===== config.mk =====
export PLATFORM = sky130hd
export DESIGN_NAME = dac_wave_generator
export DESIGN_NICKNAME = d
export VERILOG_FILES = /design/src/rtl/dac_wave_generator.sv
export SDC_FILE = /design/constraint.sdc
export NUM_CORES = 1
export LEC_CHECK = 0
export ABC_AREA = 0
export CORE_MARGIN = 5
export CORE_UTILIZATION = 25
export CTS_CLUSTER_SIZE = 16
export DETAILED_ROUTE_END_ITERATION = 7
export GPL_ROUTABILITY_DRIVEN = 0
export HOLD_SLACK_MARGIN = 0.15
export PLACE_DENSITY = 0.41
export SLEW_MARGIN = 20
export SYNTH_ARGS = -nofsm -noshare
export SYNTH_HDL_FRONTEND = slang
export SYNTH_SLANG_ARGS = --single-unit

===== constraint.sdc =====
create_clock -name i_Clk -period 5.9 [get_ports i_Clk]
set_input_delay 0.59 -clock i_Clk [delete_from_list [all_inputs] [get_ports i_Clk]]
set_output_delay 0.59 -clock i_Clk [all_outputs]
set_load 0.01 [all_outputs]

===== src/rtl/dac_wave_generator.sv =====
// dac_wave_generator: 8-bit waveform sample source (saw / triangle / square / mid-scale)
// feeding the PMOD R-2R DAC stage at a fixed sample rate derived from i_Clk.
module dac_wave_generator #(
   parameter int CLKS_PER_SAMPLE = 250
) (
   input  logic       i_Clk,
   input  logic       i_Reset,
   input  logic       i_Enable,
   input  logic       i_Mode_Next,
   input  logic [7:0] i_Step,
   output logic [7:0] o_Byte,
   output logic       o_Sample_Valid,
   output logic [1:0] o_Mode
);

   localparam int CW = (CLKS_PER_SAMPLE > 2) ? $clog2(CLKS_PER_SAMPLE) : 1;
   localparam logic [CW-1:0] LAST_COUNT = CW'(CLKS_PER_SAMPLE - 1);

   localparam logic [1:0] MODE_SAW    = 2'd0;
   localparam logic [1:0] MODE_TRI    = 2'd1;
   localparam logic [1:0] MODE_SQUARE = 2'd2;

   typedef enum logic {TRI_UP = 1'b0, TRI_DOWN = 1'b1} tri_dir_t;

   logic [CW-1:0] prescale_count;
   logic [7:0]    phase;
   logic [7:0]    tri_val;
   tri_dir_t      tri_dir;
   logic          mode_next_prev;

   logic          tick;
   logic          mode_edge;
   logic [7:0]    phase_n;
   logic [8:0]    tri_sum;
   logic [7:0]    tri_n;
   tri_dir_t      tri_dir_n;

   assign tick      = (prescale_count == LAST_COUNT) && i_Enable;
   assign mode_edge = i_Mode_Next && !mode_next_prev;
   assign phase_n   = phase + i_Step;
   assign tri_sum   = {1'b0, tri_val} + {1'b0, i_Step};

   // Next triangle value and direction, saturating at both rails before reversing.
   always_comb begin
      tri_n     = tri_val;
      tri_dir_n = tri_dir;
      if (tri_dir == TRI_UP) begin
         if (tri_sum >= 9'd255) begin
            tri_n     = 8'hFF;
            tri_dir_n = TRI_DOWN;
         end else begin
            tri_n = tri_sum[7:0];
         end
      end else begin
         if (tri_val <= i_Step) begin
            tri_n     = 8'h00;
            tri_dir_n = TRI_UP;
         end else begin
            tri_n = tri_val - i_Step;
         end
      end
   end

   // Prescaler, mode stepping and sample generation; a mode edge takes priority over a tick.
   always_ff @(posedge i_Clk) begin
      if (i_Reset) begin
         prescale_count <= '0;
         phase          <= 8'h00;
         tri_val        <= 8'h00;
         tri_dir        <= TRI_UP;
         o_Mode         <= 2'd0;
         o_Byte         <= 8'h00;
         o_Sample_Valid <= 1'b0;
         mode_next_prev <= i_Mode_Next;
      end else begin
         mode_next_prev <= i_Mode_Next;
         o_Sample_Valid <= 1'b0;

         if (!i_Enable || prescale_count == LAST_COUNT) begin
            prescale_count <= '0;
         end else begin
            prescale_count <= prescale_count + 1'b1;
         end

         if (mode_edge) begin
            o_Mode  <= o_Mode + 2'd1;
            phase   <= 8'h00;
            tri_val <= 8'h00;
            tri_dir <= TRI_UP;
         end else if (tick) begin
            phase          <= phase_n;
            o_Sample_Valid <= 1'b1;
            case (o_Mode)
               MODE_SAW:    o_Byte <= phase_n;
               MODE_TRI: begin
                  tri_val <= tri_n;
                  tri_dir <= tri_dir_n;
                  o_Byte  <= tri_n;
               end
               MODE_SQUARE: o_Byte <= phase_n[7] ? 8'hFF : 8'h00;
               default:     o_Byte <= 8'h80;
            endcase
         end
      end
   end

endmodule


* After elaboration in Yosys (flattened, before gate mapping)
Index checks and enable logic that the tools add are counted. Widths: inputs -> output; s select.
Storage, ports and cells: output and inout bits 11, logic and storage cells 38, register bits after elaboration 37
Cells by class: $add $sub $neg 5, mux-type cells 9, bitwise gates (word level) 1, equal/unequal tests 3, reductions and logical operators 10, $lt $le $gt $ge 2
Operators with widths (count):
- $mux 8 | 4
- $pmux 8 s3 | 1
- $add 8x8->9 | 1
- $ge 9x8->1 const B | 1
- $add 8x1->8 const B | 1
- $add 8x8->8 | 1
- $eq 8x8->1 const B | 1
- $le 8x8->1 | 1
- $sub 8x8->8 | 1
- $mux 1 | 4
- $reduce_and 2->1 | 2
- $reduce_or 2->1 | 2
- $add 2x1->2 const B | 1
- $eq 2x1->1 const B | 1
- $eq 2x2->1 const B | 1
- $logic_and 1x1->1 | 2
- $logic_not 1->1 | 2
- $logic_not 2->1 | 1
- $logic_or 1x1->1 | 1
- $not 1->1 | 1

* Logic depth before layout (Yosys ltp)
Gate-level depths: netlist of run 1.
depth in word-level cells 5, depth in mapped cells 11, mapped depth without buffers 11

* Worst setup path before layout of run 1
OpenSTA, ideal clock, no wires.
path kind input port to flip-flop, start point in i_Step[0], end point reg o_Byte[6], path buffers 0, slack 3326 ps, required time 5763 ps, arrival 2437 ps, setup time 137 ps, stages 9, cell sequence ha_1 fa_1 nor2b_1 o21ai_0 a21oi_1 o21a_1 or2_2 a221oi_2 o221ai_1
On the way: word-level cells in the longest chain between the ends 5, elaborated cells on any way between the ends 10, those cells by class 3 x add/sub; 2 x order compare; 5 x mux
Ends and longest elaborated chain:
- from (decl) | line 10 | input logic [7:0] i_Step,
- $add 8x8->9 | line 41 | assign tri_sum = {1'b0, tri_val} + {1'b0, i_Step};
- $ge 9x8->1 | line 48 | if (tri_sum >= 9'd255) begin
- $mux 8 | line 48
- $mux 8 | line 47 | if (tri_dir == TRI_UP) begin
- $pmux 8 s3 * | line 93 | case (o_Mode)
- to (signal assigned) | line 94 | MODE_SAW: o_Byte <= phase_n;
- to (signal assigned) | line 98 | o_Byte <= tri_n;
- to (signal assigned) | line 100 | MODE_SQUARE: o_Byte <= phase_n[7] ? 8'hFF : 8'h00;
- to (decl) | line 11 | output logic [7:0] o_Byte,
Mark *: on every way between the ends. The rest lies on a longest branch, timed or not. A chain may end at the register's enable or synchronous reset.

* Worst setup path in the final report of run 1
Same ends and word-level chain as after synthesis.

==> results.rst, run 1 <==
.. list-table::
   :header-rows: 1

   * - Metric
     - Value
   * - Worst hold-check path type
     - reg2reg
   * - Worst path top cell family by delay
     - compound AO/OA/AOI/OAI gates
   * - Overflow left after global routing
     - 0
   * - Final Hold Violating Endpoints
     - 0
   * - Number of global-route vias before repair
     - 2257
   * - Leakage power of the design
     - roughly 1.2 nW
   * - Clock buffer count from CTS
     - 5
   * - Relative slew slack
     - 54.3%
   * - Cell area power density
     - ~170 nW/µm²
   * - Post-Syn Nets
     - 360
   * - Worst reg2reg endpoint
     - o_Byte[6]
   * - Arr. time, crit path
     - 3.30 ns
   * - Largest net degree at the start of global routing
     - 19
   * - Setup Total Neg Slack
     - 0 ns
   * - DRC violation total after the first TritonRoute iteration
     - slightly below 90
   * - Ratio of cells with drive above 1 in the final layout
     - under 10%
   * - Estimated wirelength of the detail-placed design
     - 5440 µm
   * - First-pass detailed-route iteration total
     - 5
   * - Total routing resource utilization after global routing
     - between 10% and 20%
   * - Worst setup path endpoint
     - o_Byte[6]
   * - Count of flip-flops with a built-in enable after synthesis
     - 0
   * - Internal reg-to-reg setup slack
     - 3.25 ns
   * - Predominant post-synthesis flop cell
     - sky130_fd_sc_hd__dfxtp_1
   * - Number of port buffers
     - 22
   * - Post-synth top area share
     - between 20% and 30%
   * - Critical Path End Type
     - flip-flop
   * - Final #Nets
     - roughly 380
   * - Synth Cell Area
     - between 2000 and 3000 µm²
   * - Number of standard-cell rows in the floorplan
     - 37
   * - Source of the worst register-to-register timing path
     - tri_val[0]
   * - Tcrit/Tclk final
     - 53.3%
   * - Worst vdd rail ir drop
     - 0.0684 mV
   * - Minimum period implied by the final worst setup slack
     - roughly 3.1 ns
   * - DR vias/cell
     - 4.74
   * - Number of clock sinks seen by CTS
     - 37
   * - Total of max-cap violations
     - 0
   * - Launching element of the worst setup path
     - i_Step[0]
   * - Floorplan die area
     - 12900 µm²
   * - CP max stage delay
     - 0.47 ns
   * - TritonCTS clock tree
     - yes
   * - Depth of the worst hold-timing path
     - 1
   * - Remaining DRCs
     - 0
   * - Seq/Total Area, Yosys
     - roughly 28%
   * - Clock insertion delay at the later pin of the skew report
     - between 0.2 and 0.3 ns
   * - Total number of H-tree levels
     - 2
   * - Total wire length after detailed routing
     - 6830 µm
   * - Number of buffers on the longest clock path
     - 2
   * - Highest fanout seen on the critical path
     - 3
   * - Routed wirelength normalized by instance count
     - 14.6 µm
   * - Post CTS Setup Buffer Count
     - 0
   * - Number of different library cells in the post-synthesis netlist
     - 50
   * - Post-synth top area cell
     - sky130_fd_sc_hd__dfxtp_1
   * - Cell area after placement
     - 2990 µm²
   * - WP depth
     - 10
   * - Ant. Diodes
     - 0
   * - Clock root cell
     - sky130_fd_sc_hd__clkbuf_8
   * - Run status
     - complete, no violations
   * - Routed via count
     - 2224
   * - Skew final
     - about 0.0063 ns
   * - Per-instance average area after synthesis
     - 8.46 µm²
   * - Chip width
     - approximately 110 µm
   * - Post-route cell area
     - between 3000 and 4000 µm²
   * - Antenna-violating nets left
     - 0
   * - Data required time at the worst endpoint
     - 6.06 ns
   * - Path depth of the worst reg2reg path
     - 9
   * - CP max stage cell
     - sky130_fd_sc_hd__clkdlybuf4s50_1
   * - Layout overhead on the synthesized area
     - 15.7%
   * - Core Region
     - 10400 µm²
   * - Count of pins over their slew limit
     - 0
   * - Die Ht
     - 113 µm
   * - Ports
     - 23
   * - Number of buffer and inverter stages on the critical path
     - 1
   * - Initial antenna violation count
     - 0
   * - Hold bufs inserted after CTS
     - 0
   * - Async SR Flop Fraction
     - 0%
   * - Starting density of the core
     - 25.8%
   * - Maximum achievable frequency
     - 318 MHz
   * - Cell chain of the critical path
     - clkdlybuf4s50_1, ha_1, fa_1, nor2b_1, o21ai_0, a21oi_1, o21a_1, or2_2, a221oi_2, o221ai_1
   * - Element type at the critical path start
     - input port
   * - Number of gates given a new drive strength after cts
     - 0
   * - Wire length of the first global-routing pass
     - 11500 µm
   * - Class of the most critical setup path
     - in2reg
   * - Number of cells produced by synthesis
     - 316
   * - Post-synthesis sequential element count
     - 37
   * - RSZ-0062 raised after global routing
     - false
   * - Dominant cells by area after synthesis
     - sky130_fd_sc_hd__dfxtp_1 (28%), sky130_fd_sc_hd__ha_1 (14%), sky130_fd_sc_hd__nor2_1 (6.9%), sky130_fd_sc_hd__xnor2_1 (4.3%), sky130_fd_sc_hd__a21oi_1 (4.1%)
   * - Slew of the pin with the lowest slew margin
     - approximately 0.69 ns
   * - Endpoints failing setup
     - 0
   * - Warnings, synthesis
     - 0
   * - Post-CTS clock slew at the launch and capture registers of the worst setup and hold paths
     - about 0.08 ns
==> flip-flops by register name, summed over array words and instances (netlist names) <==
signal	count
o_Mode	2
mode_next_prev	1
phase	8
tri_dir	1
prescale_count	8
o_Byte	8
tri_val	8
o_Sample_Valid	1
==> logic make-up (layout without fill, tap and decap cells) <==
family          after synthesis  after routing  synth area share [%]
xor+xnor                     23             23                  7.53
flops                        37             37                  27.7
fa+ha+maj                    32             32                  15.8
buf+inv                      32             49                  5.38
mux                           8              8                  2.99
simple gates                104            104                  19.7
compound gates               80             80                  20.8
==> where the power goes <==
| group | switching (mW) | leakage, nW | internal, mW |
|---|---|---|---|
| sequential | 0.00197 | 0.299 | 0.251 |
| combinational | 0.0397 | 0.841 | 0.0280 |
| clock | 0.0912 | 0.0542 | 0.106 |
| total | 0.133 | 1.19 | 0.385 |
==> worst reg2reg max path: cells and delay by family (launching register included) <==
kind	cells	cell delay [ns]
flip-flops	1	0.33
AND/OR/NAND/NOR	2	0.46
adder cells (fa/ha/maj)	2	0.61
AO/OA/AOI/OAI	5	1.11
==> Yosys cell counts, types with 7 or more instances <==
cell type,n
sky130_fd_sc_hd__o211ai_1,7
sky130_fd_sc_hd__nor2_1,49
sky130_fd_sc_hd__xor2_1,10
sky130_fd_sc_hd__a21o_1,8
sky130_fd_sc_hd__nor2b_1,8
sky130_fd_sc_hd__ha_1,29
sky130_fd_sc_hd__inv_1,19
sky130_fd_sc_hd__nand2_1,10
sky130_fd_sc_hd__dfxtp_1,37
sky130_fd_sc_hd__a21oi_1,22
sky130_fd_sc_hd__a211oi_1,13
sky130_fd_sc_hd__o21ai_0,8
sky130_fd_sc_hd__xnor2_1,13
sky130_fd_sc_hd__mux2i_1,8
sky130_fd_sc_hd__nand3_1,10
==> worst min-delay path by stage <==
stage                                   end         startpoint  slack (ns)
after floorplan           prescale_count[0]  prescale_count[0]        0.43
after global placement    prescale_count[0]  prescale_count[0]        0.45
after detailed placement  prescale_count[0]  prescale_count[0]        0.47
after CTS                 prescale_count[0]  prescale_count[0]        0.48
after global routing      prescale_count[0]  prescale_count[0]        0.52
final                     prescale_count[0]  prescale_count[0]        0.47
==> per-layer routing <==
metal,part of all wire [%],GRT usage (%),wire length (µm)
met1,50,14.9,3410
met2,46,18.7,3140
met3,2.9,1.49,195
met4,1.2,2.88,81
met5,0,0,0
==> per-stage QoR <==
stage	setup slack, ns	hold slack (ns)	power [mW]	utilization [%]	cells
final	2.76	0.474	0.518	29.8	469
after global routing	2.57	0.519	0.546	29.8	469
after CTS	2.76	0.484	0.529	29.8	469
after detailed placement	2.46	0.466	0.327	28.8	461
after global placement	2.48	0.450	0.328	28.8	461
after floorplan	3.33	0.433	0.301	-	316
==> cell type report <==
type	count	area [µm²]
clock buffers	7	96.3
clock inverters	1	5.00
fillers	1147	7280
inverters	19	71.3
multi-input cells	247	1790
flip-flops and latches	37	741
well taps	136	170
repair buffers	22	220
==> layout by cell type, fill, tap and decap left out, types with 4 or more instances in the layout <==
master	synthesis	final
sky130_fd_sc_hd__nor2_1	49	49
sky130_fd_sc_hd__nor2b_1	8	8
sky130_fd_sc_hd__a21oi_1	22	22
sky130_fd_sc_hd__nand2_1	10	10
sky130_fd_sc_hd__a21o_1	8	8
sky130_fd_sc_hd__o211ai_1	7	7
sky130_fd_sc_hd__ha_1	29	29
sky130_fd_sc_hd__inv_1	19	19
sky130_fd_sc_hd__xor2_1	10	10
sky130_fd_sc_hd__dfxtp_1	37	37
sky130_fd_sc_hd__a211oi_1	13	13
sky130_fd_sc_hd__mux2i_1	8	8
sky130_fd_sc_hd__clkdlybuf4s50_1	0	22
sky130_fd_sc_hd__xnor2_1	13	13
sky130_fd_sc_hd__clkbuf_8	0	7
sky130_fd_sc_hd__o21a_1	4	4
sky130_fd_sc_hd__nand3_1	10	10
sky130_fd_sc_hd__o21ai_0	8	8
(Power assumes the default switching activity.)
==> inputs of run 2 (changes only) <==
- PLACE_DENSITY: 0.41 -> 0.42
- clock period: 5.9 -> 2.8 ns (I/O delays scaled with it)
==> run 2 against run 1 <==
Effect of this change: first-iteration DRC count up 15%; cell count up 5.8%; critical path type unchanged; cell area up 7.9%; via count up 0.49%; clock skew up 0.0039 ns; global-route usage down 0.14 points; highest routed layer unchanged; routed wire length down 1.6%; non-clock buffer count up 27.
==> results.rst, run 2 (synthesized netlist as in run 1, its figures left out) <==
.. list-table::
   :header-rows: 1

   * - Metric
     - Value
   * - Run status
     - complete, no violations
   * - FF/Latch Area
     - 741 µm² (unchanged)
   * - Number of global-route vias before repair
     - 2292 (+1.6%)
   * - Launching element of the worst setup path
     - i_Step[1]
   * - Leading cell type in the layout, fill and taps excluded
     - sky130_fd_sc_hd__nor2_1
   * - Class of the most critical setup path
     - in2reg
   * - Leakage power of the design
     - 1.34 nW (+12%)
   * - Slew of the pin with the lowest slew margin
     - 0.629 ns (-0.0570 ns)
   * - Minimum period implied by the final worst setup slack
     - 2.65 ns
   * - Overflow left after global routing
     - 0 (unchanged)
   * - CP max stage cell
     - sky130_fd_sc_hd__clkdlybuf4s50_1
   * - Tcrit/Tclk final
     - 94.7%
   * - Critical hold path startpoint
     - i_Mode_Next
   * - CP max stage delay
     - 0.60 ns (+0.13 ns)
   * - Chip width
     - 113 µm (unchanged)
   * - Final #Nets
     - 403 (+7.2%)
   * - Layout overhead on the synthesized area
     - 24.8%
   * - First-pass detailed-route iteration total
     - 4 (-1)
   * - Number of port buffers
     - 22 (unchanged)
   * - Skew final
     - 0.0102 ns (+0.00395 ns)
   * - Total routing resource utilization after global routing
     - 10.9% (-0.14 points)
   * - Clock buffer count from CTS
     - 5 (unchanged)
   * - Post-route cell area
     - 3340 µm² (+7.9%)
   * - DR vias/cell
     - 4.51 (-5.0%)
   * - Floorplan die area
     - 12900 µm² (unchanged)
   * - Switching part of the total power
     - 23.7% (-2.0 points)
   * - Total number of H-tree levels
     - 2 (unchanged)
   * - Endpoints failing setup
     - 0 (unchanged)
   * - Worst vdd rail ir drop
     - 0.252 mV (+270%)
   * - Met2 track utilization from global routing
     - 18.7% (+0.039 points)
   * - TritonCTS clock tree
     - yes
   * - Highest fanout seen on the critical path
     - 6 (+3)
   * - Critical Path End Type
     - flip-flop
   * - Cell area power density
     - 352 nW/µm² (+110%)
   * - Ports
     - 23 (unchanged)
   * - Remaining DRCs
     - 0 (unchanged)
   * - Area of the multi-input gates
     - 1800 µm² (+0.70%)
   * - Total wire length after detailed routing
     - 6730 µm (-1.6%)
   * - Worst hold-check path type
     - in2reg
   * - Data required time at the worst endpoint
     - 2.96 ns (-3.10 ns)
   * - GR Util met3
     - 1.75% (+0.27 points)
   * - Number of buffers on the longest clock path
     - 2 (unchanged)
   * - Relative slew slack
     - 58.1% (+3.8 points)
   * - Combinational cell fraction of total power
     - 13.7% (+0.6 points)
   * - Source of the worst register-to-register timing path
     - tri_val[0]
   * - Maximum achievable frequency
     - 377 MHz
   * - Estimated wirelength of the detail-placed design
     - 5660 µm (+4.1%)
   * - Cell chain of the critical path
     - clkdlybuf4s50_1, inv_1, fa_1, a211oi_2, nor2_1, nor4b_2, a211oi_4, buf_12, a21oi_1, o211ai_1
   * - Total of max-cap violations
     - 0 (unchanged)
   * - Cell Count Post-Placement
     - 488 (+5.9%)
   * - Number of standard-cell rows in the floorplan
     - 37 (unchanged)
   * - Core Region
     - 10400 µm² (unchanged)
   * - Die Ht
     - 113 µm (unchanged)
   * - RSZ-0062 raised after global routing
     - false
   * - Post-CTS clock slew at the launch and capture registers of the worst setup and hold paths
     - 0.07 ns (about the same)
   * - Final Hold Violating Endpoints
     - 0 (unchanged)
   * - Clock root cell
     - sky130_fd_sc_hd__clkbuf_8
   * - FILL cells
     - 1103 (-3.8%)
   * - Peak-usage layer in the global routing report
     - met2
   * - Arr. time, crit path
     - 2.81 ns (-0.49 ns)
   * - Clock network power share
     - 40.8% (+2.8 points)
   * - Met1 global-route usage
     - 14.5% (-0.42 points)
   * - Number of buffer and inverter stages on the critical path
     - 3 (+2)
   * - Largest net degree at the start of global routing
     - 19 (unchanged)
   * - Initial antenna violation count
     - 0 (unchanged)
   * - Final cell count without fillers
     - 496 (+5.8%)
   * - Starting density of the core
     - 25.8% (unchanged)
   * - Setup Total Neg Slack
     - 0 ns (unchanged)
   * - Routed via count
     - 2235 (+0.49%)
   * - Most used cells in the layout excluding fill and tap cells
     - sky130_fd_sc_hd__nor2_1 (49), sky130_fd_sc_hd__dfxtp_1 (37), sky130_fd_sc_hd__ha_1 (29), sky130_fd_sc_hd__buf_4 (26), sky130_fd_sc_hd__a21oi_1 (22)
   * - DRC violation total after the first TritonRoute iteration
     - 100 (+15%)
   * - Design internal power
     - 0.896 mW (+130%)
   * - Element type at the critical path start
     - input port
   * - Final worst hold slack
     - 0.461 ns (-0.0124 ns)
   * - Number of clock sinks seen by CTS
     - 37 (unchanged)
   * - Antenna-violating nets left
     - 0 (unchanged)
   * - Switching power
     - 0.278 mW (+110%)
   * - Ratio of cells with drive above 1 in the final layout
     - 13.1% (+7.3 points)
   * - Cell area after placement
     - 3210 µm² (+7.2%)
   * - Routed wirelength normalized by instance count
     - 13.6 µm (-6.9%)
   * - Post-layout util
     - 32.2% (+2.4 points)
   * - Clock insertion delay at the later pin of the skew report
     - 0.29 ns (about the same)
   * - Post CTS Setup Buffer Count
     - 0 (unchanged)
   * - Worst path top cell family by delay
     - buffers and inverters
   * - Ant. Diodes
     - 0 (unchanged)
   * - Proportion of power drawn by flip-flops and latches
     - 45.5% (-3.4 points)
   * - Wire length of the first global-routing pass
     - 11400 µm (-0.96%)
   * - Count of pins over their slew limit
     - 0 (unchanged)
-- run 2: cell type report --
| type | instances | area share [%] |
|---|---|---|
| multi-input cells | 247 | 54.0 |
| flip-flops and latches | 37 | 22.2 |
| repair buffers | 49 | 13.1 |
| well taps | 136 | 5.10 |
| clock buffers | 7 | 2.59 |
| inverters | 19 | 2.14 |
| clock inverters | 1 | 0.900 |
-- run 2: final timing paths --
kind,end,slack (ns),cells after the start
max,o_Byte[0],0.15,10
min,mode_next_prev,0.46,1
max reg2reg,o_Byte[0],0.33,11
min reg2reg,prescale_count[0],0.48,1
-- run 2: power groups by stage --
| stage | clock network [mW] | logic [mW] | registers (mW) |
|---|---|---|---|
| 3_3_place_gp | 0 | 0.163 | 0.546 |
| 5_1_grt | 0.525 | 0.181 | 0.535 |
| 2_1_floorplan | 0 | 0.0887 | 0.546 |
| 3_5_place_dp | 0 | 0.161 | 0.546 |
| 6_report | 0.479 | 0.161 | 0.534 |
| 4_1_cts | 0.494 | 0.162 | 0.534 |
-- run 2: what timing repair did --
item                                    CTS  global route
hold endpoints to repair                  0             0
endpoints found under the setup margin    0            15
gates resized for setup                   0             5
hold buffers                              0             0
-- run 2: metal layers --
metal	wire [µm]	part of all wire (%)
met3	121	1.8
met5	0	0
met1	3320	49
met2	3190	47
met4	93	1.4
-- run 2: stage by stage --
stage / total power, mW / worst slack (ns)
final: 1.17 / 0.149
after global routing: 1.24 / 0.000266
after CTS: 1.19 / 0.0713
after detailed placement: 0.707 / -0.245
after global placement: 0.709 / -0.193
after floorplan: 0.635 / 0.520
==> inputs of run 3 (changes only) <==
- CTS_CLUSTER_DIAMETER: default -> 50
==> results of run 3 <==
Final layout, timing and power as in run 2 (identical DEF).
